--- src/rtl/core_run_ctrl.sv ---
// core_run_ctrl: run-control sequencer that sits between a host and the core.
// It loads instruction memory through a valid/ready port while holding the core
// in reset, then releases the core for free-run or single-step execution. It
// gates the core clock enable, counts executed cycles, and stops on a halt
// instruction, a cycle limit or a user halt.
//
// Ports
//   clk, reset                        clock, asynchronous active-high reset
//   load_valid/load_ready             imem load handshake (ready only in IDLE)
//   load_addr/load_data               imem word address / instruction word
//   imem_we/imem_waddr/imem_wdata     registered imem write port
//   cmd_run/cmd_step/cmd_halt         one-cycle command pulses (halt > step > run)
//   cycle_limit                       max executed cycles per run, 0 = unlimited
//   pc_in/instruction_in              current core pc and fetched instruction
//   core_reset/core_clk_en            core reset and clock enable
//   state/done/halt_cause             sequencer status
//   retired                           executed-cycle count since last RSTSEQ
//   halt_pc                           pc_in captured on entry to DONE or PAUSE
module core_run_ctrl #(
  parameter int unsigned IMEM_AW    = 8,
  parameter int unsigned RST_CYCLES = 2,
  parameter logic [31:0] HALT_INSN  = 32'h0000_0073
) (
  input  logic               clk,
  input  logic               reset,
  input  logic               load_valid,
  output logic               load_ready,
  input  logic [IMEM_AW-1:0] load_addr,
  input  logic [31:0]        load_data,
  output logic               imem_we,
  output logic [IMEM_AW-1:0] imem_waddr,
  output logic [31:0]        imem_wdata,
  input  logic               cmd_run,
  input  logic               cmd_step,
  input  logic               cmd_halt,
  input  logic [31:0]        cycle_limit,
  input  logic [31:0]        pc_in,
  input  logic [31:0]        instruction_in,
  output logic               core_reset,
  output logic               core_clk_en,
  output logic [2:0]         state,
  output logic               done,
  output logic [1:0]         halt_cause,
  output logic [31:0]        retired,
  output logic [31:0]        halt_pc
);

  localparam int unsigned CNT_W = (RST_CYCLES > 1) ? $clog2(RST_CYCLES) : 1;

  typedef enum logic [2:0] {
    S_IDLE   = 3'd0,
    S_RSTSEQ = 3'd1,
    S_RUN    = 3'd2,
    S_STEP   = 3'd3,
    S_PAUSE  = 3'd4,
    S_DONE   = 3'd5
  } state_t;

  localparam logic [1:0] CAUSE_NONE  = 2'd0;
  localparam logic [1:0] CAUSE_INSN  = 2'd1;
  localparam logic [1:0] CAUSE_LIMIT = 2'd2;
  localparam logic [1:0] CAUSE_USER  = 2'd3;

  state_t             r_state;
  state_t             w_next;
  logic [CNT_W-1:0]   r_rst_cnt;
  logic               r_mode_step;
  logic               r_core_reset;
  logic               r_done;
  logic [1:0]         r_halt_cause;
  logic [31:0]        r_retired;
  logic [31:0]        r_halt_pc;
  logic               r_imem_we;
  logic [IMEM_AW-1:0] r_imem_waddr;
  logic [31:0]        r_imem_wdata;

  logic               w_hit;
  logic               w_lim;
  logic               w_start;
  logic               w_clk_en;
  logic               w_load_ready;
  logic [1:0]         w_cause_nxt;
  logic               w_rst_last;

  // Stop conditions evaluated against the instruction about to execute.
  assign w_hit      = (instruction_in == HALT_INSN);
  assign w_lim      = (cycle_limit != 32'd0) && (r_retired == cycle_limit);
  assign w_rst_last = (r_rst_cnt == CNT_W'(RST_CYCLES - 1));

  // State register.
  always_ff @(posedge clk or posedge reset) begin
    if (reset) r_state <= S_IDLE;
    else       r_state <= w_next;
  end

  // Next-state decode; a pending halt masks step/run.
  always_comb begin
    w_next = r_state;
    case (r_state)
      S_IDLE: begin
        if (!cmd_halt && (cmd_step || cmd_run)) w_next = S_RSTSEQ;
      end
      S_RSTSEQ: begin
        if (cmd_halt)        w_next = S_IDLE;
        else if (w_rst_last) w_next = r_mode_step ? S_STEP : S_RUN;
      end
      S_RUN: begin
        if (w_hit || w_lim) w_next = S_DONE;
        else if (cmd_halt)  w_next = S_PAUSE;
      end
      S_STEP: begin
        if (w_hit || w_lim) w_next = S_DONE;
        else                w_next = S_PAUSE;
      end
      S_PAUSE: begin
        if (cmd_halt)      w_next = S_IDLE;
        else if (cmd_step) w_next = S_STEP;
        else if (cmd_run)  w_next = S_RUN;
      end
      S_DONE: begin
        if (cmd_halt)                 w_next = S_IDLE;
        else if (cmd_step || cmd_run) w_next = S_RSTSEQ;
      end
      default: w_next = S_IDLE;
    endcase
  end

  // Combinational outputs and per-transition side effects.
  always_comb begin
    w_load_ready = 1'b0;
    w_clk_en     = 1'b0;
    w_start      = 1'b0;
    w_cause_nxt  = r_halt_cause;
    case (r_state)
      S_IDLE: begin
        w_load_ready = 1'b1;
        if (w_next == S_RSTSEQ) begin
          w_start     = 1'b1;
          w_cause_nxt = CAUSE_NONE;
        end
      end
      S_RUN: begin
        w_clk_en = !w_hit && !w_lim && !cmd_halt;
        if (w_hit)         w_cause_nxt = CAUSE_INSN;
        else if (w_lim)    w_cause_nxt = CAUSE_LIMIT;
        else if (cmd_halt) w_cause_nxt = CAUSE_USER;
      end
      S_STEP: begin
        // A halt in STEP suppresses the step but leaves the cause untouched.
        w_clk_en = !w_hit && !w_lim && !cmd_halt;
        if (w_hit)      w_cause_nxt = CAUSE_INSN;
        else if (w_lim) w_cause_nxt = CAUSE_LIMIT;
      end
      S_DONE: begin
        if (w_next == S_RSTSEQ) begin
          w_start     = 1'b1;
          w_cause_nxt = CAUSE_NONE;
        end else if (w_next == S_IDLE) begin
          w_cause_nxt = CAUSE_NONE;
        end
      end
      default: ;
    endcase
  end

  // Registered status, counters and core control.
  always_ff @(posedge clk or posedge reset) begin
    if (reset) begin
      r_rst_cnt    <= '0;
      r_mode_step  <= 1'b0;
      r_core_reset <= 1'b1;
      r_done       <= 1'b0;
      r_halt_cause <= CAUSE_NONE;
      r_retired    <= 32'd0;
      r_halt_pc    <= 32'd0;
    end else begin
      r_rst_cnt    <= ((r_state == S_RSTSEQ) && (w_next == S_RSTSEQ)) ?
                      r_rst_cnt + CNT_W'(1) : '0;
      if (w_start) r_mode_step <= cmd_step;
      r_core_reset <= (w_next == S_IDLE) || (w_next == S_RSTSEQ);
      r_done       <= (w_next == S_DONE);
      r_halt_cause <= w_cause_nxt;
      if (w_start)       r_retired <= 32'd0;
      else if (w_clk_en) r_retired <= r_retired + 32'd1;
      if (((w_next == S_DONE) && (r_state != S_DONE)) ||
          ((w_next == S_PAUSE) && (r_state != S_PAUSE)))
        r_halt_pc <= pc_in;
    end
  end

  // One-cycle imem write strobe per accepted load word.
  always_ff @(posedge clk or posedge reset) begin
    if (reset) begin
      r_imem_we    <= 1'b0;
      r_imem_waddr <= '0;
      r_imem_wdata <= 32'd0;
    end else begin
      r_imem_we <= load_valid && w_load_ready;
      if (load_valid && w_load_ready) begin
        r_imem_waddr <= load_addr;
        r_imem_wdata <= load_data;
      end
    end
  end

  assign load_ready  = w_load_ready;
  assign core_clk_en = w_clk_en;
  assign imem_we     = r_imem_we;
  assign imem_waddr  = r_imem_waddr;
  assign imem_wdata  = r_imem_wdata;
  assign core_reset  = r_core_reset;
  assign state       = r_state;
  assign done        = r_done;
  assign halt_cause  = r_halt_cause;
  assign retired     = r_retired;
  assign halt_pc     = r_halt_pc;

endmodule

--- config.mk ---
export PLATFORM = sky130hd
export DESIGN_NAME = core_run_ctrl
export DESIGN_NICKNAME = d
export VERILOG_FILES = /design/src/rtl/core_run_ctrl.sv
export SDC_FILE = /design/constraint.sdc
export NUM_CORES = 1
export LEC_CHECK = 0
export CAP_MARGIN = 20
export CORE_MARGIN = 3
export CORE_UTILIZATION = 35
export CTS_CLUSTER_DIAMETER = 120
export DETAILED_ROUTE_END_ITERATION = 6
export HOLD_SLACK_MARGIN = 0.12
export PLACE_DENSITY = 0.69
export SLEW_MARGIN = 20
export SYNTH_ARGS = -nofsm -noshare
export SYNTH_HDL_FRONTEND = slang
export SYNTH_SLANG_ARGS = --single-unit
--- constraint.sdc ---
create_clock -name clk -period 8.4 [get_ports clk]
set_clock_uncertainty 0.05 [all_clocks]
set_input_delay 1.68 -clock clk [delete_from_list [all_inputs] [get_ports clk]]
set_output_delay 1.68 -clock clk [all_outputs]
set_load 0.05 [all_outputs]
After elaboration in Yosys (flattened, before gate mapping)
Cells that the tools add are included. Widths: inputs -> output; s select.

Add/sub/neg operators: 2. Equality and inequality tests: 16. Multiplexer cells: 29. Reduce and logical (&&, ||, !) cells: 23.

Operators by type and width (count): $mux 32 (2); $add 32x1->32 const B (1); $eq 32x32->1 (1); $eq 32x7->1 const B (1); $reduce_bool 32->1 (1); $mux 3 (10); $pmux 3 s6 (1); $mux 2 (8); $eq 3x3->1 const B (4); $ne 3x3->1 const B (4); $logic_and 1x1->1 (8); $pmux 2 s4 (1); $mux 1 (7); $eq 3x1->1 const B (2); $eq 3x2->1 const B (2); $logic_not 3->1 (2); $reduce_and 5->1 (1); $logic_or 1x1->1 (4); $ne 4x4->1 const B (1); $reduce_bool 4->1 (1); $reduce_or 2->1 (2); $logic_not 1->1 (3); $ne 2x2->1 const B (1); $reduce_bool 2->1 (1); $add 1x1->1 const B (1).

Register bits after elaboration: 114. Input bits: 142. Output and inout port bits: 114.

Longest topological paths before layout
Gate-level depths: netlist of run 1.

Word-level depth: 9. Gate-level depth with buffers: 9. Gate-level depth less buffers: 6.

Worst setup path before layout of run 1
OpenSTA, ideal clock, no wires.

Path type: input -> output. Start point: in cycle_limit[1]. End point: out core_clk_en. Arrival: 3.242 ns. Data required time: 6.670 ns. Path slack: 3.428 ns. Cell stages on the path: 5. Path buffers: 0. Cell sequence: xor2_1 nor4_1 nand4_1 o311ai_2 inv_1.

Word-level cells in the longest chain between the ends: 6.

Ends and longest elaborated chain: start, declared (line 36) `input logic [31:0] cycle_limit,`; $eq 32x32->1 / $reduce_bool 32->1 (equally long branches) (line 87) `assign w_lim = (cycle_limit != 32'd0) && (r_retired == cycle_limit);`; $logic_and 1x1->1 * (line 87); $logic_not 1->1 * (line 143, 150); $logic_and 1x1->1 * (2 in series) (line 143, 150); $mux 1 *; end, declared (line 40) `output logic core_clk_en,`.

Mark *: on every way between the ends. The rest lies on a longest branch, timed or not.

Worst setup path after layout of run 1
Start point: in cycle_limit[4]. End point: out core_clk_en.

Same word-level chain as after synthesis.

==> impl_metrics.ini, run 1 <==
[clock_network]
clkTransAtPathRegs_ns = 0.05
cts-htree-levels = 4
clk_root_buffer_cell = clkbuf_16
clock-sinks = 114
ctsHoldBuffers = 0
cts_resized = 0
cts_tree = yes
cts_setup_buffers = 0
insertion_delay_ns = 0.41
cts-buffers-inserted = 17
cts_buffer_depth = 2

[logic_synthesis]
yosysMostFrequentCell = dfrtp_1
synthSimpleGateAreaFrac_pct = 15.1
synth_top_family_by_area = multiplexers
synth.area.mux_share_pct = 16.2
synth-xor-area-share_pct = 5.09
synth_seq_area_share_pct = 51.8
synth_area_per_cell_um2 = 11.7
synth.distinct_cells = 50
synthesis.nets = 615
postSynthCellCount = 472
synth_edf_count = 0
synth_seq_cells = 114
syn_area_um2 = 5510
synth_fa_ha_area_share_pct = 0.227
synth-main-ff-cell = dfrtp_1
synth_commonest_cells = 113 x dfrtp_1, 43 x mux2_2, 32 x xor2_1
synth_top_area_share_pct = 51.3
async_flop_share_pct = 100
synth_area_leaders = dfrtp_1 51%, mux2_2 8.8%, mux2_1 5.9%, xor2_1 5.1%, nor4_1 2.8%
yosys.area.top_type = dfrtp_1
ys_warn_count = 0
synth_compound_area_share_pct = 8.86

[routing]
drtIter0Drc = 332
drc = 0
route.vias.total = 4976
via_per_inst = 5.25
drt_pre_antenna_iters = 5
drt.antenna.violating_nets = 0
drt_wl_total_mm = 17.7
wl_per_cell_um = 18.7

[timing]
rsz0062_at_grt = no
drv_slew = 0
tightest_slew_ns = 0.912
setup_tns_ns = 0
setup_viol = 0
min_period_ns = 6.21
hold_viol = 0
slew_headroom_pct = 39.2
fmaxAchievable_mhz = 161
timing.final.crit_share_pct = 73.9

[grt]
antenna_found_initial = 0
grt_pass1_wl_mm = 28.4
grt_overflow = 0
grt_pass1_vias = 5287
grt_max_degree = 66
grt_use_total_pct = 20.3

[power]
p_leak_nw = 3.53
power_density_nw_per_um2 = 284
vdd_drop_max_mv = 0.194
total_power_mw = 2.51

[floorplan]
coreArea_um2 = 15300
die_h_um = 131
rows = 45
die_area_um2 = 17300
start_util_pct = 36.0
die_w_um = 131
ioPinCount = 256

[critical_path]
critPathLaunchType = input port
slowest_delay_ns = 0.73
crit_chain = clkdlybuf4s50_1 -> xor2_1 -> nor4_1 -> nand4_1 -> o311ai_2 -> inv_1 -> clkdlybuf4s50_1
cp.arrival_ns = 4.48
critPathMaxFanout = 9
endpoint_kind = primary output
critPathKind = input port to primary output
cpMaxStageDelayCell = clkdlybuf4s50_1
crit_top_cell = clkdlybuf4s50_1
critPathRequiredTime_ns = 6.67

[worst_hold_path]
hp-class = flip-flop to flip-flop

[final_layout]
register_area_um2 = 2850
fin_area_um2 = 8840
drive_above_1_share_pct = 12.1
syn_to_final_growth_pct = 60.4
fill_cells = 1295
antennaDiodeCount = 0
multi_input_area_um2 = 2500
finalNonFillerCells = 947
fin_nets = 866

[placement]
port_buffers = 255
gp_congestion = 0.904
place_area_um2 = 8230
place_hpwl_mm = 13.0
dp_cells = 915

[run_status]
outcome = finished, final reports clean

[flow_run]
maxCapViolations = 0
[placed cells by master, fill, tap and decap left out, types with 3 or more instances in the layout]
master and count:
o21ai_0 13, mux2_2 43, or4_1 10, mux2i_1 8, inv_1 4, bufinv_16 3, clkinvlp_4 4, nand3_1 12
clkbuf_16 17, nor4_1 25, nand4_1 18, o41ai_1 6, nand2_1 25, a21oi_1 16, nor2_1 10, nor3_1 6
o31a_1 3, xor2_1 32, clkdlybuf4s50_1 255, dfrtp_1 113, buf_4 4, mux2_1 29, and3_1 5, nand2b_1 6
or3_1 9, o31ai_1 11, o311ai_0 6, o211ai_1 6
[final cells by class]
class                           instances  share of cell area, %
Inverter                                5                  0.241
Timing Repair Buffer                  259                   29.2
Tap cell                              211                   2.99
Sequential cell                       114                   32.3
Clock inverter                         12                   1.77
Multi-Input combinational cell        326                   28.3
Clock buffer                           20                   5.17
[worst paths after layout]
check | end | startpoint | cells past startpoint | slack (ns)
max | core_clk_en | cycle_limit[4] | 7 | 2.19
min | r_mode_step$_DFFE_PP0P_ | r_mode_step$_DFFE_PP0P_ | 2 | 0.43
max reg2reg | halt_pc[30]$_DFFE_PP0P_ | retired[4]$_DFFE_PP0P_ | 7 | 5.09
min reg2reg | r_mode_step$_DFFE_PP0P_ | r_mode_step$_DFFE_PP0P_ | 2 | 0.43
max in group asynchronous | imem_wdata[3]$_DFFE_PP0P_ | reset | 3 | 5.35
min in group asynchronous | halt_pc[16]$_DFFE_PP0P_ | reset | 2 | 1.66
[critical path, delay by kind of cell]
kind / cells / cell delay [ns]
AOI/OAI and AO/OA: 1 / 0.72
xor gates and xnor gates: 1 / 0.19
and+or+nand+nor: 2 / 0.59
buffers and inverters: 3 / 1.29
[power breakdown]
part / internal, mW / switching, mW
Clock: 0.482 / 0.262
Sequential: 0.682 / 0.0723
Combinational: 0.368 / 0.640
Total: 1.53 / 0.974
[layer usage]
layer	vias up	routed length [um]	GRT usage (%)
met5	-	0	0
met4	0	252	6.48
met3	22	1970	10.1
met2	250	8640	33.7
met1	2427	6830	23.0
li1	2277	-	-
[stage by stage]
step / utilization (%) / hold WS [ns] / setup slack [ns]
6_report: 57.7 / 0.433 / 2.19
5_1_grt: 57.7 / 0.443 / 2.04
4_1_cts: 57.7 / 0.437 / 2.15
3_5_place_dp: 53.7 / 0.422 / 2.19
3_3_place_gp: 53.7 / 0.418 / 2.19
2_1_floorplan: - / 0.390 / 3.43
[state kept, by name, summed over array words and instances (netlist names), 2 cells and up]
| signal | flops |
|---|---|
| halt_cause | 2 |
| halt_pc | 32 |
| imem_waddr | 8 |
| imem_wdata | 32 |
| retired | 32 |
| state | 3 |
[logic make-up after synthesis]
kind of cell	after synthesis
multiplexers	80
XOR/XNOR	32
AO/OA/AOI/OAI	70
adder cells (fa/ha/maj)	1
buffers and inverters	32
AND/OR/NAND/NOR	143
flip-flops	114
No activity file was read; power rests on OpenSTA's default activity.
==> inputs of run 2 (changes only) <==
--- a/config.mk
+++ b/config.mk
@@ -11,7 +11,7 @@
 export CTS_CLUSTER_DIAMETER = 120
 export DETAILED_ROUTE_END_ITERATION = 6
 export HOLD_SLACK_MARGIN = 0.12
-export PLACE_DENSITY = 0.69
+export PLACE_DENSITY = 0.72
 export SLEW_MARGIN = 20
 export SYNTH_ARGS = -nofsm -noshare
 export SYNTH_HDL_FRONTEND = slang
==> constraint.sdc (replaced) <==
create_clock -name clk -period 5.1 [get_ports clk]
set_clock_uncertainty 0.05 [all_clocks]
set_input_delay 1.02 -clock clk [delete_from_list [all_inputs] [get_ports clk]]
set_output_delay 1.02 -clock clk [all_outputs]
set_load 0.05 [all_outputs]
==> impl_metrics.ini, run 2 (same netlist as run 1, synthesis figures left out) <==
[placement]
gp_congestion = 0.880
place_area_um2 = 8240
place_hpwl_mm = 13.5
port_buffers = 255

[grt]
grt_pass1_wl_mm = 28.8
grt_overflow = 0
antenna_found_initial = 0
grt_max_degree = 72
grt_use_total_pct = 21.0
grt_pass1_vias = 5397

[critical_path]
startpoint = cycle_limit[10]
critPathMaxFanout = 9
critPathKind = input port to primary output
crit_chain = clkdlybuf4s50_1 -> xor2_1 -> nor4_1 -> nand4_1 -> o311ai_2 -> buf_4 -> inv_1 -> buf_4
r2r_end = halt_pc[17]$_DFFE_PP0P_
cp.arrival_ns = 3.22
critPathLaunchType = input port
cp-endpoint = core_clk_en
slowest_delay_ns = 0.48
r2r_start = retired[10]$_DFFE_PP0P_
r2r_slack_ns = 2.41
endpoint_kind = primary output
cpMaxStageDelayCell = clkdlybuf4s50_1
reg2reg_depth = 7
crit_top_cell = buf_4
critPathRequiredTime_ns = 4.03

[clock_network]
cts_buffer_depth = 2
cts_resized = 0
cts-htree-levels = 4
ctsHoldBuffers = 0
clock-sinks = 114
clkTransAtPathRegs_ns = 0.05
insertion_delay_ns = 0.41
cts_setup_buffers = 0
cts-buffers-inserted = 17
cts_tree = yes
clk_root_buffer_cell = clkbuf_16

[routing]
wl_per_cell_um = 19.1
drtIter0Drc = 363
via_per_inst = 5.33
drt.antenna.violating_nets = 0
drc = 0
drt_wl_total_mm = 18.1
route.vias.total = 5057
drt_pre_antenna_iters = 5

[final_layout]
drive_above_1_share_pct = 12.2
final_cell_mix = 254 x clkdlybuf4s50_1, 113 x dfrtp_1, 43 x mux2_2, 32 x xor2_1, 29 x mux2_1
fin_area_um2 = 8870
final_common_cell = clkdlybuf4s50_1
fin_nets = 869
syn_to_final_growth_pct = 61.0
antennaDiodeCount = 0
fill_cells = 1269

[flow_run]
maxCapViolations = 0

[power]
power_density_nw_per_um2 = 470
p_leak_nw = 3.56
vdd_drop_max_mv = 0.388

[timing]
drv_slew = 0
timing.final.crit_share_pct = 84.1
slew_headroom_pct = 37.8
hold_viol = 0
setup_viol = 0
rsz0062_at_grt = no
min_period_ns = 4.29
setup_tns_ns = 0
fmaxAchievable_mhz = 233
tightest_slew_ns = 0.933

[floorplan]
die_area_um2 = 17300
die_h_um = 131
start_util_pct = 36.0
coreArea_um2 = 15300
die_w_um = 131
ioPinCount = 256
rows = 45

[run_status]
outcome = finished, final reports clean

[worst_hold_path]
hp-class = flip-flop to flip-flop
[run 2: area by class of cell]
cell class              instances  area, um^2  area share, %
inverters                       5        21.3          0.240
multi-input cells             326        2500           28.2
clock inverters                 9         154           1.73
clock buffers                  22         474           5.34
well taps                     211         264           2.98
flip-flops and latches        114        2850           32.2
repair buffers                262        2600           29.3
[run 2: critical path: cells and delay by family]
family,cells,cell delay (ns)
buf+inv,4,0.95
simple gates,2,0.64
compound gates,1,0.44
xor+xnor,1,0.17
[run 2: where the power goes]
part           internal, mW  switching, mW  leakage, nW  total [mW]
Clock                 0.852          0.406        0.302        1.26
Sequential             1.12          0.127         1.43        1.25
Combinational         0.607           1.05         1.82        1.66
[run 2: stage by stage]
step                hold WS [ns]  worst slack [ns]  instances  power, mW  utilization [%]
global placement           0.421             0.854        918       2.90             53.8
CTS                        0.442             0.784        949       4.21             57.9
global route               0.458             0.656        949       4.34             57.9
detailed placement         0.424             0.797        918       2.92             53.8
floorplan                  0.390              1.02        472       2.26                -
finish                     0.436             0.810        949       4.17             57.9
[run 2: worst min path at each step]
stage	start	end	slack, ns	depth (start not counted)
floorplan	r_mode_step$_DFFE_PP0P_	r_mode_step$_DFFE_PP0P_	0.39	2
global placement	halt_pc[5]$_DFFE_PP0P_	halt_pc[5]$_DFFE_PP0P_	0.42	1
detailed placement	halt_pc[7]$_DFFE_PP0P_	halt_pc[7]$_DFFE_PP0P_	0.42	1
CTS	halt_pc[19]$_DFFE_PP0P_	halt_pc[19]$_DFFE_PP0P_	0.44	1
global route	halt_pc[19]$_DFFE_PP0P_	halt_pc[19]$_DFFE_PP0P_	0.46	1
finish	halt_pc[7]$_DFFE_PP0P_	halt_pc[7]$_DFFE_PP0P_	0.44	1
[run 2: layer usage]
metal | track usage (%) | wire length (um) | vias to the layer above
met5 | 0 | 0 | -
met4 | 9.51 | 552 | 0
met3 | 10.6 | 2160 | 42
met2 | 34.0 | 8740 | 296
met1 | 23.0 | 6630 | 2436
li1 | - | - | 2283
